File: config.mk
export PLATFORM = sky130hd
export DESIGN_NAME = hazard_ctrl
export DESIGN_NICKNAME = d
export VERILOG_FILES = /design/src/rtl/hazard_ctrl.sv
export SDC_FILE = /design/constraint.sdc
export NUM_CORES = 1
export LEC_CHECK = 0
export BUFFER_PORTS_ARGS = -buffer_cell sky130_fd_sc_hd__buf_4
export CAP_MARGIN = 10
export CORE_MARGIN = 2
export CORE_UTILIZATION = 45
export CTS_CLUSTER_SIZE = 30
export DETAILED_ROUTE_END_ITERATION = 10
export PLACE_DENSITY = 0.65
export SLEW_MARGIN = 20
export SYNTH_ARGS = -nofsm -noshare
export SYNTH_HDL_FRONTEND = slang
export SYNTH_SLANG_ARGS = --single-unit
File: constraint.sdc
create_clock -name clk -period 4.15 [get_ports clk]
set_clock_uncertainty 0.15 [all_clocks]
set_input_delay 0.6225 -clock clk [delete_from_list [all_inputs] [get_ports clk]]
set_output_delay 0.6225 -clock clk [all_outputs]
set_load 0.005 [all_outputs]
File: src/rtl/hazard_ctrl.sv
// ---------------------------------------------------------------------------
// hazard_ctrl
// Pipeline hazard controller for the five-stage MIPS core. It decodes the
// instruction in D, tracks the type, destination and result-ready countdown
// (tnew) of the instructions in E, M and W, and from that state drives the
// stall request and every forwarding-mux select of the datapath.
//
// Ports
//   clk       in  1 : core clock, all state updates on the rising edge
//   reset     in  1 : synchronous active-high, clears all tracking state
//   d_type    in  4 : classifier code of the D instruction (9..15 = nop)
//   d_rs      in  5 : IR_D[25:21]
//   d_rt      in  5 : IR_D[20:16]
//   d_rd      in  5 : IR_D[15:11]
//   stall     out 1 : freeze PC and IF/ID, bubble into ID/EX
//   fwd_d_rs  out 2 : D compare rs    0 = GRF, 1 = M result, 2 = E result
//   fwd_d_rt  out 2 : D compare rt    same encoding
//   fwd_e_rs  out 2 : ALU operand A   0 = ID/EX, 1 = W data, 2 = M result
//   fwd_e_rt  out 2 : ALU operand B   same encoding
//   fwd_m_rt  out 1 : DM write data   0 = EX/MEM, 1 = W data
//   e_type    out 4 : tracked type in E
//   m_type    out 4 : tracked type in M
//   w_type    out 4 : tracked type in W
// ---------------------------------------------------------------------------
module hazard_ctrl (
  input  logic       clk,
  input  logic       reset,
  input  logic [3:0] d_type,
  input  logic [4:0] d_rs,
  input  logic [4:0] d_rt,
  input  logic [4:0] d_rd,
  output logic       stall,
  output logic [1:0] fwd_d_rs,
  output logic [1:0] fwd_d_rt,
  output logic [1:0] fwd_e_rs,
  output logic [1:0] fwd_e_rt,
  output logic       fwd_m_rt,
  output logic [3:0] e_type,
  output logic [3:0] m_type,
  output logic [3:0] w_type
);

  localparam logic [3:0] TYPE_NOP   = 4'd0;
  localparam logic [3:0] TYPE_CAL_R = 4'd1;
  localparam logic [3:0] TYPE_CAL_I = 4'd2;
  localparam logic [3:0] TYPE_BEQ   = 4'd3;
  localparam logic [3:0] TYPE_LOAD  = 4'd4;
  localparam logic [3:0] TYPE_SAVE  = 4'd5;
  localparam logic [3:0] TYPE_J     = 4'd6;
  localparam logic [3:0] TYPE_JAL   = 4'd7;
  localparam logic [3:0] TYPE_JR    = 4'd8;

  // Tracking state for the instructions in E, M and W.
  logic [3:0] r_eType;
  logic [4:0] r_eRs;
  logic [4:0] r_eRt;
  logic [4:0] r_eDest;
  logic [1:0] r_eTnew;
  logic [3:0] r_mType;
  logic [4:0] r_mRt;
  logic [4:0] r_mDest;
  logic [1:0] r_mTnew;
  logic [3:0] r_wType;
  logic [4:0] r_wDest;

  // Decoded view of the D instruction.
  logic [4:0] w_dDest;
  logic [1:0] w_dTnew;
  logic       w_useRs;
  logic [1:0] w_tuseRs;
  logic       w_useRt;
  logic [1:0] w_tuseRt;
  logic       w_stallRs;
  logic       w_stallRt;
  logic       w_stall;
  logic [1:0] w_fwdDRs;
  logic [1:0] w_fwdDRt;
  logic [1:0] w_fwdERs;
  logic [1:0] w_fwdERt;
  logic       w_fwdMRt;
  logic [1:0] w_mTnewNext;

  // Decode D: destination, result latency at E entry and operand use times.
  // Codes that are not listed (nop, J, 9..15) neither write nor read.
  always_comb begin
    w_dDest  = 5'd0;
    w_dTnew  = 2'd0;
    w_useRs  = 1'b0;
    w_tuseRs = 2'd0;
    w_useRt  = 1'b0;
    w_tuseRt = 2'd0;
    case (d_type)
      TYPE_CAL_R: begin
        w_dDest  = d_rd;
        w_dTnew  = 2'd1;
        w_useRs  = 1'b1;
        w_tuseRs = 2'd1;
        w_useRt  = 1'b1;
        w_tuseRt = 2'd1;
      end
      TYPE_CAL_I: begin
        w_dDest  = d_rt;
        w_dTnew  = 2'd1;
        w_useRs  = 1'b1;
        w_tuseRs = 2'd1;
      end
      TYPE_BEQ: begin
        w_useRs  = 1'b1;
        w_tuseRs = 2'd0;
        w_useRt  = 1'b1;
        w_tuseRt = 2'd0;
      end
      TYPE_LOAD: begin
        w_dDest  = d_rt;
        w_dTnew  = 2'd2;
        w_useRs  = 1'b1;
        w_tuseRs = 2'd1;
      end
      TYPE_SAVE: begin
        w_useRs  = 1'b1;
        w_tuseRs = 2'd1;
        w_useRt  = 1'b1;
        w_tuseRt = 2'd2;
      end
      TYPE_JAL: begin
        w_dDest  = 5'd31;
        w_dTnew  = 2'd0;
      end
      TYPE_JR: begin
        w_useRs  = 1'b1;
        w_tuseRs = 2'd0;
      end
      default: begin
        w_dDest  = 5'd0;
      end
    endcase
  end

  // A used source stalls when a producer in E or M will not have its result
  // ready by the time the consumer needs it. Register $0 never matches.
  always_comb begin
    w_stallRs = w_useRs && (d_rs != 5'd0) &&
                (((r_eDest == d_rs) && (r_eTnew > w_tuseRs)) ||
                 ((r_mDest == d_rs) && (r_mTnew > w_tuseRs)));
    w_stallRt = w_useRt && (d_rt != 5'd0) &&
                (((r_eDest == d_rt) && (r_eTnew > w_tuseRt)) ||
                 ((r_mDest == d_rt) && (r_mTnew > w_tuseRt)));
    w_stall   = w_stallRs || w_stallRt;
  end

  // Forwarding selects, nearest ready producer first. W never forwards to D
  // because the register file writes through in the same cycle. W results
  // are always ready, so no tnew is tracked there.
  always_comb begin
    w_fwdDRs = 2'd0;
    if ((r_eDest != 5'd0) && (r_eDest == d_rs) && (r_eTnew == 2'd0))
      w_fwdDRs = 2'd2;
    else if ((r_mDest != 5'd0) && (r_mDest == d_rs) && (r_mTnew == 2'd0))
      w_fwdDRs = 2'd1;

    w_fwdDRt = 2'd0;
    if ((r_eDest != 5'd0) && (r_eDest == d_rt) && (r_eTnew == 2'd0))
      w_fwdDRt = 2'd2;
    else if ((r_mDest != 5'd0) && (r_mDest == d_rt) && (r_mTnew == 2'd0))
      w_fwdDRt = 2'd1;

    w_fwdERs = 2'd0;
    if ((r_mDest != 5'd0) && (r_mDest == r_eRs) && (r_mTnew == 2'd0))
      w_fwdERs = 2'd2;
    else if ((r_wDest != 5'd0) && (r_wDest == r_eRs))
      w_fwdERs = 2'd1;

    w_fwdERt = 2'd0;
    if ((r_mDest != 5'd0) && (r_mDest == r_eRt) && (r_mTnew == 2'd0))
      w_fwdERt = 2'd2;
    else if ((r_wDest != 5'd0) && (r_wDest == r_eRt))
      w_fwdERt = 2'd1;

    w_fwdMRt = (r_wDest != 5'd0) && (r_wDest == r_mRt);
  end

  // Outputs are held at zero while reset is asserted so they are defined
  // even before the first clearing edge.
  always_comb begin
    stall    = !reset && w_stall;
    fwd_d_rs = reset ? 2'd0 : w_fwdDRs;
    fwd_d_rt = reset ? 2'd0 : w_fwdDRt;
    fwd_e_rs = reset ? 2'd0 : w_fwdERs;
    fwd_e_rt = reset ? 2'd0 : w_fwdERt;
    fwd_m_rt = !reset && w_fwdMRt;
    e_type   = reset ? 4'd0 : r_eType;
    m_type   = reset ? 4'd0 : r_mType;
    w_type   = reset ? 4'd0 : r_wType;
  end

  // Countdown saturates at zero once the result exists.
  assign w_mTnewNext = (r_eTnew == 2'd0) ? 2'd0 : (r_eTnew - 2'd1);

  // Advance the tracking pipeline; a stall turns the E entry into a bubble.
  always_ff @(posedge clk) begin
    if (reset) begin
      r_eType <= TYPE_NOP;
      r_eRs   <= 5'd0;
      r_eRt   <= 5'd0;
      r_eDest <= 5'd0;
      r_eTnew <= 2'd0;
      r_mType <= TYPE_NOP;
      r_mRt   <= 5'd0;
      r_mDest <= 5'd0;
      r_mTnew <= 2'd0;
      r_wType <= TYPE_NOP;
      r_wDest <= 5'd0;
    end else begin
      r_wType <= r_mType;
      r_wDest <= r_mDest;
      r_mType <= r_eType;
      r_mRt   <= r_eRt;
      r_mDest <= r_eDest;
      r_mTnew <= w_mTnewNext;
      if (w_stall) begin
        r_eType <= TYPE_NOP;
        r_eRs   <= 5'd0;
        r_eRt   <= 5'd0;
        r_eDest <= 5'd0;
        r_eTnew <= 2'd0;
      end else begin
        r_eType <= d_type;
        r_eRs   <= d_rs;
        r_eRt   <= d_rt;
        r_eDest <= w_dDest;
        r_eTnew <= w_dTnew;
      end
    end
  end

endmodule

==> results.cfg, run 1 <==
[global_routing]
grt.overflow.total = 0
grt_pass1_wl_um = 8645
grt_use_total_pct = 17.71
antenna_found_initial = 0
grt_pass1_vias = 1773
grt_max_degree = 55

[routing]
drtPass1Iterations = 4
num_vias = 1869
viasPerCell = 5.135
drt_iter0_markers = 46
wl_per_cell_um = 13.95
drc = 0
ant_nets = 0
wl_um = 5076

[logic_synthesis]
syn-num-nets = 289
yosys_warnings = 0
async_reset_ff_share_pct = 0
ys_ff_latch = 46
avgSynthCellArea_um2 = 9.564
yosys.area.top_type = dfxtp_1
synth_edf_count = 0
postSynthCellCount = 261
synth-main-ff-cell = dfxtp_1
seq_area_frac_synth_pct = 36.89
synth_cell_type_count = 38
synth_top_area_share_pct = 36.89
ys_top_cells_by_area = dfxtp_1 (37%), xor2_1 (9.5%), nor2b_1 (7.8%), xnor2_1 (7.0%), nor4b_2 (6.6%)
netlist_area_um2 = 2496

[die]
ios = 43
die_h_um = 78.48
rows = 27
die_area_um2 = 6159
start_util_pct = 45.89
core_region_area_um2 = 5439
die_x_um = 78.48

[timing]
finalCritPeriodShare_pct = 83.89
rsz0062_at_grt = no
tightestPinTransition_ps = 620.4
report.final.setup_viol = 0
slew_headroom_pct = 58.64
hold_viol_final = 0
fmax_mhz = 287.2
setup_ws_ps = 668.6
setup_tns_ps = 0
hold_slack_ps = 264.5
slew_violations = 0
min_period_ps = 3481

[layout]
area_growth_syn_to_layout_pct = 16.79
nNetsFinal = 319
layout-drive-gt1-share_pct = 23.63
fin_cells = 364
multi_input_area_um2 = 1458
fin_area_um2 = 2915
fin_util_pct = 53.60
nFillCells = 500
seq_area_um2 = 920.9
n_antenna_cell = 0

[clock_network]
tritoncts = done
hold_buffers = 0
cts-resized-gates = 0
clock-sinks = 46
cts-root-buf = clkbuf_8
cts_made_buffers = 5
htree_num_levels = 2
cts_setup_buffers = 0
clk_latency_ps = 290
clkSlewWorstSetupHoldPaths_ps = 80
clockBufferDepth = 2

[critical_path]
critPathArrivalTime_ps = 2710
crit_fanout = 22
worstSetupPathType = primary input to primary output
end_kind = primary output
crit_required_ps = 3380
critPathLaunchType = primary input

[job]
cap_violations = 0

[place]
gp_routability_congestion = 0.8114
place_area_um2 = 2810
hpwl_um = 3721
dp_cells = 356
pre_cts_slack_ps = 622.9
portBuffers = 42

[power]
power.leakage_nw = 1.218
p_per_area_nw_per_um2 = 312.0
vdd_drop_max_uv = 160.2
power.total_mw = 0.9095

[min_path]
worst_hold_path_type = flop to flop

[run_status]
outcome = finished, final reports clean
report_power, final:
| part | switching [mW] | internal, mW | leakage [nW] |
|---|---|---|---|
| Combinational | 0.0665 | 0.0686 | 0.786 |
| Sequential | 0.0154 | 0.459 | 0.378 |
| Clock | 0.147 | 0.153 | 0.0544 |
| Total | 0.229 | 0.680 | 1.22 |
path summary, 6_finish.rpt:
path	start	endpoint	slack (ps)	cells after the start
worst max-delay path	d_type[1]	stall	670	9
worst min-delay path	r_eTnew[0]	r_mTnew[0]	260	1
worst max register to register	r_eTnew[0]	r_eRt[3]	2120	5
worst min register to register	r_eTnew[0]	r_mTnew[0]	260	1
final cells by class:
class,instances,area share [%]
well taps,72,3.090
clock inverters,1,0.3004
repair buffers,43,11.07
clock buffers,7,3.305
flip-flops and latches,46,31.59
multi-input cells,190,50.00
inverters,5,0.6438
flip-flops by register name, summed over array words and instances, names as in the netlist, 5 cells and up:
name     flops
r_eRs        5
r_mDest      5
r_eDest      5
r_wDest      5
r_eRt        5
r_mRt        5
critical path: stages:
cell and delay, ps:
buf_4 180, nor2_1 180, nand2_1 70, nor2_1 160, ha_1 260, a2111oi_0 490
a2bb2o_4 440, o21ba_2 200, buf_4 100
layout by cell type (no fill, tap or decap), types with 2 or more instances in the layout:
cell and n:
nor4b_2 11, ha_1 7, or4_1 8, nor3_1 13
nor4b_1 2, a221oi_1 5, nand3_1 7, buf_4 43
a2111oi_0 2, inv_1 5, nor4_1 7, dfxtp_1 46
a21oi_1 2, xnor2_1 20, nand2_1 16, nor2_1 11
clkbuf_8 7, xor2_1 27, a31oi_1 5, nor2b_1 31
cells in the mapped netlist, types with 2 or more instances:
library cell and n:
a221oi_1 5, nor3_1 13, dfxtp_1 46, nor4b_1 2
nor4b_2 11, nand2_1 16, a31oi_1 5, a2111oi_0 2
nor2b_1 31, or4_1 8, inv_1 5, buf_1 2
nand3_1 7, ha_1 7, buf_6 2, xnor2_1 20
nor4_1 7, xor2_1 27, clkbuf_1 9, a21oi_1 2
buf_2 7, nor2_1 11
per-layer routing:
layer  up-vias  routed length [um]  track usage, %
met2        46                2382           28.62
met5         -                   0               0
li1        963                   -               -
met1       851                2400           22.99
met4         0                  97           6.491
met3         9                 195           4.253
cells by family after synthesis:
| kind of cell | synth area share, % |
|---|---|
| compound gates | 8.020 |
| xor+xnor | 16.49 |
| fa+ha+maj | 3.509 |
| buf+inv | 4.712 |
| flops | 36.89 |
| mux | 0.4010 |
| simple gates | 29.98 |
(Power assumes the default switching activity.)
==> run 2, diff against run 1 <==
Clock period 4.15 ns to 3.4 ns, I/O delays scaled along.
==> results.cfg, run 2 (same netlist as run 1, synthesis figures left out) <==
[run_status]
outcome = finished, final reports clean

[power]
p_per_area_nw_per_um2 = 367.9
vdd_drop_max_uv = 174.6
power.leakage_nw = 1.224

[die]
die_area_um2 = 6159
core_region_area_um2 = 5439
rows = 27
start_util_pct = 45.89
die_x_um = 78.48
die_h_um = 78.48
ios = 43

[min_path]
min_path_cells = 1
worst_hold_path_type = flop to flop

[critical_path]
crit_chain = buf_4 -> nor2_1 -> nand3_1 -> ha_1 -> a2111oi_0 -> a2bb2o_4 -> o21ba_2 -> buf_4
cp_common_cell = buf_4
cp_slowest_cell = a2111oi_0
r2r_slack_ps = 1310
r2r_cells = 6
worstSetupPathType = primary input to primary output
max_stage_delay_ps = 520
crit_fanout = 18
critPathArrivalTime_ps = 2280
end_kind = primary output
crit_required_ps = 2740
critPathLaunchType = primary input

[global_routing]
antenna_found_initial = 0
grt_max_degree = 30
grt.overflow.total = 0
grt_pass1_wl_um = 8625
grt_pass1_vias = 1793
grt_use_total_pct = 18.02

[clock_network]
cts_made_buffers = 5
hold_buffers = 0
clk_latency_ps = 300
cts-root-buf = clkbuf_8
cts_setup_buffers = 0
htree_num_levels = 2
clkSlewWorstSetupHoldPaths_ps = 80
cts-resized-gates = 0
tritoncts = done
clock-sinks = 46
clockBufferDepth = 2

[routing]
drtPass1Iterations = 4
num_vias = 1940
drt_iter0_markers = 79
ant_nets = 0
wl_um = 5277
wl_per_cell_um = 14.38
viasPerCell = 5.286
drc = 0

[layout]
layout_common_cells = buf_4 (46), dfxtp_1 (46), nor2b_1 (31)
seq_area_um2 = 920.9
multi_input_area_um2 = 1458
nNetsFinal = 322
n_antenna_cell = 0
area_growth_syn_to_layout_pct = 16.94
layout-drive-gt1-share_pct = 24.07
fin_util_pct = 53.67
nFillCells = 496
fin_cells = 367

[timing]
finalCritPeriodShare_pct = 86.45
setup_ws_ps = 460.7
min_period_ps = 2939
rsz0062_at_grt = no
hold_viol_final = 0
setup_tns_ps = 0
slew_headroom_pct = 59.32
tightestPinTransition_ps = 594.9
hold_slack_ps = 260.4
report.final.setup_viol = 0
slew_violations = 0
fmax_mhz = 340.2

[place]
portBuffers = 42
pre_cts_slack_ps = 461.4
hpwl_um = 3789
gp_routability_congestion = 0.8685
dp_cells = 359

[job]
cap_violations = 0
run 2: cell types whose count changed in the layout (fill, tap and decap cells not counted), sizes merged:
cell | before | now
clkinv | 1 | 2
buf | 43 | 46
clkbuf | 7 | 6
run 2: final timing paths:
| check | start | to |
|---|---|---|
| worst min register to register | r_eTnew[0] | r_mTnew[0] |
| worst max register to register | r_eTnew[0] | r_eType[0] |
| worst max-delay path | d_type[1] | stall |
| worst min-delay path | r_eTnew[0] | r_mTnew[0] |
run 2: area by class of cell:
| class | count | share of cell area [%] |
|---|---|---|
| inverters | 5 | 0.6429 |
| flip-flops and latches | 46 | 31.55 |
| clock inverters | 2 | 0.4715 |
| clock buffers | 6 | 2.486 |
| repair buffers | 46 | 11.83 |
| well taps | 72 | 3.086 |
| multi-input cells | 190 | 49.94 |
run 2: routing by layer:
layer | track usage [%] | routed length, um | vias to the layer above
met1 | 21.90 | 2372 | 903
li1 | - | - | 976
met3 | 3.793 | 213 | 11
met2 | 31.03 | 2576 | 50
met5 | 0 | 0 | -
met4 | 7.193 | 115 | 0
run 2: critical path, delay by kind of cell:
family,cells,cell delay (ps)
compound gates,3,850
simple gates,2,330
fa+ha+maj,1,310
buf+inv,2,270
run 2: metrics by stage:
stage          instance area [um2]  total power, mW
2_1_floorplan                 2496           0.7017
3_3_place_gp                  2833           0.7566
3_5_place_dp                  2833           0.7589
4_1_cts                       2919            1.083
5_1_grt                       2919            1.123
6_report                      2919            1.074
run 2: report_power, final:
group | switching (mW) | internal, mW | total [mW]
logic | 0.0824 | 0.0851 | 0.168
registers | 0.0189 | 0.560 | 0.579
clock network | 0.182 | 0.145 | 0.327
total | 0.284 | 0.791 | 1.07
==> run 3, diff against run 2 <==
Settings changed: CORE_UTILIZATION 45 to 40, PLACE_DENSITY 0.65 to 0.59.
==> results.cfg, run 3 (same netlist as run 1, synthesis figures left out) <==
[global_routing]
grt_use_total_pct = 16.15
grt_max_degree = 32
antenna_found_initial = 0
grt_pass1_wl_um = 9101
grt.overflow.total = 0
grt_pass1_vias = 1857

[run_status]
outcome = finished, final reports clean

[die]
die_h_um = 83.00
rows = 28
start_util_pct = 41.67
ios = 43
core_region_area_um2 = 5991
die_x_um = 83.00
die_area_um2 = 6888

[timing]
slew_violations = 0
tightestPinTransition_ps = 546.0
report.final.setup_viol = 0
fmax_mhz = 343.2
slew_headroom_pct = 63.32
finalCritPeriodShare_pct = 85.69
rsz0062_at_grt = no
min_period_ps = 2914
hold_viol_final = 0
hold_slack_ps = 259.1
setup_tns_ps = 0

[routing]
viasPerCell = 5.111
num_vias = 1891
drtPass1Iterations = 4
wl_per_cell_um = 14.54
ant_nets = 0
wl_um = 5380
drt_iter0_markers = 53
drc = 0

[clock_network]
clkSlewWorstSetupHoldPaths_ps = 90
cts_made_buffers = 5
cts_setup_buffers = 0
cts-resized-gates = 0
clock-sinks = 46
cts-root-buf = clkbuf_8
hold_buffers = 0
clockBufferDepth = 2
tritoncts = done
clk_latency_ps = 290
htree_num_levels = 2

[power]
power_frac_comb_pct = 14.5
clkPwrFrac_pct = 35.2
internal_power_mw = 0.8658
p_per_area_nw_per_um2 = 390.4
swShare_pct = 24.80
power.leakage_nw = 1.237
switching_power_mw = 0.2856
seq_power_share_pct = 50.3
vdd_drop_max_uv = 173.3

[layout]
area_growth_syn_to_layout_pct = 18.15
n_antenna_cell = 0
fin_cells = 370
nNetsFinal = 322
layout-drive-gt1-share_pct = 24.41
layout_common_cells = buf_4 (46), dfxtp_1 (46), nor2b_1 (31)
fin_util_pct = 49.23
fin_area_um2 = 2949

[place]
hpwl_um = 4022
dp_cells = 362
place_area_um2 = 2836
gp_routability_congestion = 0.7712
portBuffers = 42

[critical_path]
critPathArrivalTime_ps = 2250
crit_fanout = 18
crit_required_ps = 2740
critPathLaunchType = primary input
worstSetupPathType = primary input to primary output
end_kind = primary output

[job]
cap_violations = 0

[min_path]
worst_hold_path_type = flop to flop
run 3: cell types whose count changed in the layout (fill, tap and decap cells not counted):
cell,previous run,this run
clkinv_4,1,0
inv_6,0,1
clkbuf_1,1,0
bufinv_16,0,1
run 3: worst max-delay path, cell delays in order:
cell and delay, ps:
buf_4 180, nor2_1 180, nand3_1 130, ha_1 310, a21oi_1 70, a2111o_2 440
a2bb2o_4 200, o21ba_2 130, buf_4 100
run 3: per-layer routing:
layer  GRT usage, %  vias to the layer above  wire [um]
met5              0                        -          0
met4          6.259                        0         93
li1               -                      967          -
met3          2.684                        8        171
met1          20.84                      873       2401
met2          26.91                       43       2713
run 3: layout make-up:
type	count	area (um2)
Clock buffer	5	68.82
Sequential cell	46	920.9
Multi-Input combinational cell	190	1458
Clock inverter	3	43.79
Fill cell	575	3042
Timing Repair Buffer	46	345.3
Inverter	5	18.77
Tap cell	75	93.84
run 3: stage by stage:
stage                     total power [mW]  setup WS, ps
after CTS                            1.169         475.8
after global routing                 1.214         264.5
after global placement              0.7583         490.3
final                                1.151         486.5
after detailed placement            0.7608         472.1
after floorplan                     0.7017         224.9
run 3: power by group through the flow:
| stage | registers [mW] | logic, mW | clock network [mW] |
|---|---|---|---|
| 6_report | 0.579 | 0.167 | 0.405 |
| 5_1_grt | 0.583 | 0.186 | 0.446 |
| 4_1_cts | 0.580 | 0.169 | 0.421 |
| 3_5_place_dp | 0.593 | 0.168 | 0 |
| 3_3_place_gp | 0.592 | 0.166 | 0 |
| 2_1_floorplan | 0.584 | 0.117 | 0 |
run 3: worst paths after layout:
check                           startpoint    endpoint  slack [ps]  cells past startpoint
worst min-delay path            r_eTnew[0]  r_mTnew[0]         260                      1
worst max-delay path             d_type[1]       stall         490                      9
worst max register to register  r_eTnew[0]  r_eType[0]        1310                      6
worst min register to register  r_eTnew[0]  r_mTnew[0]         260                      1
